===== src/rtl/cache_line_bus_bridge.sv =====
// cache_line_bus_bridge: moves one 64-byte cache line between the data cache
// and the system bus as a tagged request followed by eight 64-bit beats.
// Optional build macro CACHE_CRITICAL_WORD_FIRST_EN: read requests keep the
// requested word offset and response beats are stored starting at that slot.
module cache_line_bus_bridge #(
  parameter int                 LINE_BITS = 512,
  parameter int                 BUS_WIDTH = 64,
  parameter int                 TAG_WIDTH = 13,
  parameter logic [TAG_WIDTH-1:0] READ_TAG  = 13'h1100,
  parameter logic [TAG_WIDTH-1:0] WRITE_TAG = 13'h0101
) (
  input  logic                 clk,
  input  logic                 reset,
  input  logic                 addr_data_enable,
  input  logic                 rd_wr,
  input  logic [63:0]          phy_addr,
  input  logic [LINE_BITS-1:0] data_in,
  output logic [LINE_BITS-1:0] data_out,
  output logic                 addr_data_ready,
  output logic                 busy,
  output logic                 bus_reqcyc,
  output logic [BUS_WIDTH-1:0] bus_req,
  output logic [TAG_WIDTH-1:0] bus_reqtag,
  input  logic                 bus_reqack,
  input  logic                 bus_respcyc,
  input  logic [BUS_WIDTH-1:0] bus_resp,
  input  logic [TAG_WIDTH-1:0] bus_resptag,
  output logic                 bus_respack
);

  localparam int BEATS = LINE_BITS / BUS_WIDTH;
  localparam int CW    = $clog2(BEATS);
  localparam logic [CW-1:0] CNT_ONE  = CW'(1);
  localparam logic [CW-1:0] CNT_LAST = CW'(BEATS - 1);
  localparam logic [63:0]   LINE_MASK = 64'h3F;
  localparam logic [63:0]   WORD_MASK = 64'h7;

  typedef enum logic [2:0] {
    IDLE    = 3'd0,
    RD_REQ  = 3'd1,
    RD_RESP = 3'd2,
    WR_REQ  = 3'd3,
    WR_DATA = 3'd4,
    DONE    = 3'd5
  } state_t;

  state_t               state_reg;
  logic [CW-1:0]        cnt_reg;
  logic [CW-1:0]        start_reg;
  logic [BUS_WIDTH-1:0] wr_beat_reg [BEATS];
  logic [BUS_WIDTH-1:0] rd_beat_reg [BEATS];
  logic [LINE_BITS-1:0] line_next;
  logic [63:0]          rd_addr;
  logic [63:0]          wr_addr;
  logic [CW-1:0]        start_next;
  logic [CW-1:0]        slot;
  logic                 accept;
  logic                 resp_fire;
  logic                 last_beat;

  // Writebacks always start at the line base.
  assign wr_addr = phy_addr & ~LINE_MASK;

`ifdef CACHE_CRITICAL_WORD_FIRST_EN
  // Ask for the missing word first; the bus returns the line wrapping from it.
  assign rd_addr    = phy_addr & ~WORD_MASK;
  assign start_next = phy_addr[5:3];
`else
  assign rd_addr    = phy_addr & ~LINE_MASK;
  assign start_next = '0;
`endif

  assign accept      = (state_reg == IDLE) && addr_data_enable;
  assign resp_fire   = (state_reg == RD_RESP) && bus_respcyc && (bus_resptag == READ_TAG);
  assign bus_respack = resp_fire;
  assign slot        = start_reg + cnt_reg;
  assign last_beat   = (cnt_reg == CNT_LAST);

  // Per-slot beat storage; line_next is the line including the beat arriving now,
  // so data_out can be published at the same edge that stores the last beat.
  generate
    for (genvar gi = 0; gi < BEATS; gi++) begin : g_slot
      // Capture writeback beat gi when the transaction is accepted
      always_ff @(posedge clk) begin
        if (accept && rd_wr) begin
          wr_beat_reg[gi] <= data_in[gi*BUS_WIDTH +: BUS_WIDTH];
        end
      end

      // Store a matching read response beat destined for slot gi
      always_ff @(posedge clk) begin
        if (resp_fire && (slot == CW'(gi))) begin
          rd_beat_reg[gi] <= bus_resp;
        end
      end

      assign line_next[gi*BUS_WIDTH +: BUS_WIDTH] =
        (resp_fire && (slot == CW'(gi))) ? bus_resp : rd_beat_reg[gi];
    end
  endgenerate

  // Transaction FSM with registered bus and handshake outputs
  always_ff @(posedge clk) begin
    if (reset) begin
      state_reg       <= IDLE;
      cnt_reg         <= '0;
      start_reg       <= '0;
      data_out        <= '0;
      addr_data_ready <= 1'b0;
      busy            <= 1'b0;
      bus_reqcyc      <= 1'b0;
      bus_req         <= '0;
      bus_reqtag      <= '0;
    end else begin
      case (state_reg)
        IDLE: begin
          addr_data_ready <= 1'b0;
          if (addr_data_enable) begin
            busy       <= 1'b1;
            bus_reqcyc <= 1'b1;
            cnt_reg    <= '0;
            if (rd_wr) begin
              state_reg  <= WR_REQ;
              bus_req    <= wr_addr;
              bus_reqtag <= WRITE_TAG;
            end else begin
              state_reg  <= RD_REQ;
              bus_req    <= rd_addr;
              bus_reqtag <= READ_TAG;
              start_reg  <= start_next;
            end
          end
        end
        RD_REQ: begin
          if (bus_reqack) begin
            state_reg  <= RD_RESP;
            bus_reqcyc <= 1'b0;
            bus_req    <= '0;
            bus_reqtag <= '0;
          end
        end
        RD_RESP: begin
          if (resp_fire) begin
            cnt_reg <= cnt_reg + CNT_ONE;
            if (last_beat) begin
              state_reg       <= DONE;
              data_out        <= line_next;
              addr_data_ready <= 1'b1;
            end
          end
        end
        WR_REQ: begin
          if (bus_reqack) begin
            state_reg <= WR_DATA;
            bus_req   <= wr_beat_reg[0];
          end
        end
        WR_DATA: begin
          if (bus_reqack) begin
            cnt_reg <= cnt_reg + CNT_ONE;
            if (last_beat) begin
              state_reg       <= DONE;
              bus_reqcyc      <= 1'b0;
              bus_req         <= '0;
              bus_reqtag      <= '0;
              addr_data_ready <= 1'b1;
            end else begin
              bus_req <= wr_beat_reg[cnt_reg + CNT_ONE];
            end
          end
        end
        DONE: begin
          addr_data_ready <= 1'b0;
          busy            <= 1'b0;
          state_reg       <= IDLE;
        end
        default: begin
          state_reg <= IDLE;
        end
      endcase
    end
  end

endmodule


===== config.mk =====
export PLATFORM = sky130hd
export DESIGN_NAME = cache_line_bus_bridge
export DESIGN_NICKNAME = d
export VERILOG_FILES = /design/src/rtl/cache_line_bus_bridge.sv
export SDC_FILE = /design/constraint.sdc
export NUM_CORES = 2
export LEC_CHECK = 0
export ABC_AREA = 1
export BUFFER_PORTS_ARGS = -buffer_cell sky130_fd_sc_hd__buf_2
export CAP_MARGIN = 0
export CORE_AREA = 3 3 492 494
export CTS_CLUSTER_SIZE = 30
export DETAILED_ROUTE_END_ITERATION = 7
export DIE_AREA = 0 0 495 497
export RECOVER_POWER = 50
export REMOVE_ABC_BUFFERS = 1
export SLEW_MARGIN = 5
export SYNTH_ARGS = -nofsm -noshare
export SYNTH_HDL_FRONTEND = slang
export SYNTH_SLANG_ARGS = --single-unit

===== constraint.sdc =====
create_clock -name clk -period 39.3 [get_ports clk]
set_clock_uncertainty 0.15 [all_clocks]
set_input_delay 11.79 -clock clk [delete_from_list [all_inputs] [get_ports clk]]
set_output_delay 11.79 -clock clk [all_outputs]
set_load 0.01 [all_outputs]

==> results.md <==
* Worst Reg2Reg Path Length in Cells at 10
* Slew margin rel. at -257%
* Synthesis-to-finish area growth at 23.4%
* Setup violations, final at 0
* DRT Pass-1 Iters at 6
* Syn Std Cell Area at 59200 um^2
* Cells after Synth at 6216
* Placed Area at 68200 um^2
* Final std cell area, no fill at 73000 um^2
* Starting Density at 24.9%
* CTS root buf: clkbuf_16
* Max-slew violations at 513
* Yosys reg bits at 1547
* Critical-path maximum fanout at 4
* Critical path arrival at 12930 ps
* Fin crit share at 63.3%
* RSZ-0062 raised after global routing: false
* Core area at 238000 um^2
* Tot GR Track Use at 16.5%
* Ys Warns at 0
* Final wirelength at 213000 um
* Placer Congestion at 0.937
* Synth Area in Simple Gates at 20.1%
* Compound-Gate Fraction of Synth Area at 5.44%
* Die X at 495 um
* Clk slew on worst S/H paths at 50 ps
* WL/cell at 20.0 um
* Final nets at 7974
* Top cell by count, worst path: inv_1
* Die Ht at 497 um
* Hpwl dp at 149000 um
* Die area at 246000 um^2
* Vias in the first global route at 44300
* Failing checks: max-capacitance violations, max-slew violations
* Initial DRC count at 4406
* H-tree depth reported by CTS at 4
* Crit path to: bus_respack
* VDD IR-drop max at 0.0376 mV
* Adder-Cell Fraction of Synth Area at 0.127%
* Largest cells by area after synthesis: edfxtp_1, dfxtp_1, nand2_1
* Num CTS Buffers at 166
* Maxcap violations at 9
* Setup bufs post-CTS at 0
* Setup Crit Path Kind: in2out
* Type of origin of the critical path: primary input
* Boundary pin count at 1252
* Post-synth top area cell: edfxtp_1
* Register area at 39300 um^2
* GRT Residual Overflow at 0
* Layout cell share with drive strength beyond 1 at 12.7%
* Clock buffer depth at 3
* Data required time at the worst endpoint at 27360 ps
* Cell Pwr Density at 58.5 nW/um^2
* Async S/R FF share, synth at 0%
* Final ANT Viol Nets at 0
* Fmax at 40.2 MHz
* Min-Delay Path Class: reg2reg
* Tot Pwr at 4.27 mW
* Clock Latency Late Sink at 810 ps
* CTS tree: done
* Primary FF master, synth: edfxtp_1
* Syn Area/Cell at 9.52 um^2
* Post-Synth XOR/XNOR Area at 0%
* Clock sinks at 1547
* Number of enable flip-flop cells after synthesis at 832
* Unique masters post-synth at 29
* Global-route wire length before repair at 302000 um
* Mux share of post-synthesis cell area at 0%
* Post-CTS Resized at 0
* R2R Path End: wr_beat_reg[0][42]$_DFFE_PP_
* Total number of vias at 47100
* Sequential share of the synthesized area at 66.4%
* Worst path slowest cell: nand4_1
* Final routed DRC violation total at 0
* Leakage at 29.5 nW
* Port buffer count at 1235
* Pin count of the biggest net entering global routing at 159
* R2R setup slack at 32350 ps
* Core Util, Final at 30.7%
* Critical Path Max Stage Delay at 310 ps
* Min Tclk post-route at 24870 ps
* Initial antenna violation count at 55
* Status: complete, but fails checks
* Yosys top cell area share at 42.2%
* Number of vias per cell at 4.43
* Multi-input gate area at 15300 um^2
* Filler Cell Count at 25000
* Final hold vios at 0
* Cell Rows at 179
* Worst setup path start: bus_respcyc
* R2r startpoint: state_reg[1]$_SDFFE_PP0P_
* Tightest Pin Transition at 5350 ps
* Critical Path, Cell by Cell: buf_2 > inv_1 > nor2_1 > nand3_1 > inv_1 > nand4_1 > inv_1 > buf_2
* Hold wc startpoint: rd_beat_reg[1][64]$_DFF_P_
* Main combinational cell family by area after synthesis: simple AND/OR/NAND/NOR gates
* Setup TNS at 0 ps
* Commonest cells after routing, fill and taps aside: nand2_1, edfxtp_1, nor2_1, inv_1, dfxtp_1
* # hold bufs at CTS at 0
* Most common cell after layout, fill and taps aside: nand2_1
* Worst Setup End Kind: output pin
[power by group]
part / switching (mW) / total (mW) / internal (mW)
clock: 0.677 / 1.58 / 0.903
sequential: 0.0334 / 1.84 / 1.81
combinational: 0.629 / 0.846 / 0.216
total: 1.34 / 4.27 / 2.93
[metal layers]
layer	GRT usage, %	wire, um	up-vias
li1	-	-	22300
met1	19.3	83100	22300
met2	28.0	102000	1961
met3	4.07	16800	433
met4	8.07	11300	34
met5	0	237	-
[synthesized netlist by cell type, types with 32 or more instances]
| master | number |
|---|---|
| nor2_1 | 827 |
| buf_1 | 42 |
| inv_1 | 770 |
| buf_4 | 35 |
| nor3_1 | 59 |
| buf_2 | 106 |
| nand4_1 | 132 |
| clkbuf_1 | 191 |
| a21oi_1 | 261 |
| dfxtp_1 | 715 |
| o21ai_1 | 32 |
| nand3_1 | 520 |
| nand2_1 | 1300 |
| o21ai_0 | 350 |
| edfxtp_1 | 832 |
[how the worst min path moves through the flow]
stage	cells past startpoint	slack, ps	end
2_1_floorplan	2	270	rd_beat_reg[1][100]$_DFF_P_
3_3_place_gp	2	280	rd_beat_reg[1][181]$_DFF_P_
3_5_place_dp	2	290	rd_beat_reg[1][156]$_DFF_P_
4_1_cts	2	300	rd_beat_reg[1][166]$_DFF_P_
5_1_grt	2	310	rd_beat_reg[1][142]$_DFF_P_
6_report	2	300	rd_beat_reg[1][64]$_DFF_P_
[kinds of logic (layout without fill, tap and decap cells)]
logic type	after synthesis	count (layout)
flops	1547	1547
compound gates	643	643
fa+ha+maj	6	6
other cells	1	30
simple gates	2858	2858
buf+inv	1161	2389
[per-stage QoR]
stage / hold WS (ps) / worst slack (ps) / cells
6_report: 298 / 14430 / 10600
5_1_grt: 314 / 14290 / 10600
4_1_cts: 302 / 14550 / 10600
3_5_place_dp: 286 / 14560 / 10300
3_3_place_gp: 282 / 14520 / 10300
2_1_floorplan: 273 / 4410 / 5842
[worst max-delay path, delay by kind of cell]
kind,cells,cell delay [ps]
AND/OR/NAND/NOR,3,500
buffers and inverters,5,650
[layout make-up]
cell class	count	share of cell area, %
flip-flops and latches	1547	53.8
clock buffers	220	6.22
inverters	778	4.03
well taps	3167	5.43
diodes	20	0.0686
repair buffers	1299	8.02
multi-input cells	3517	21.0
clock inverters	92	1.38
Power figures use the tool's default switching activity.
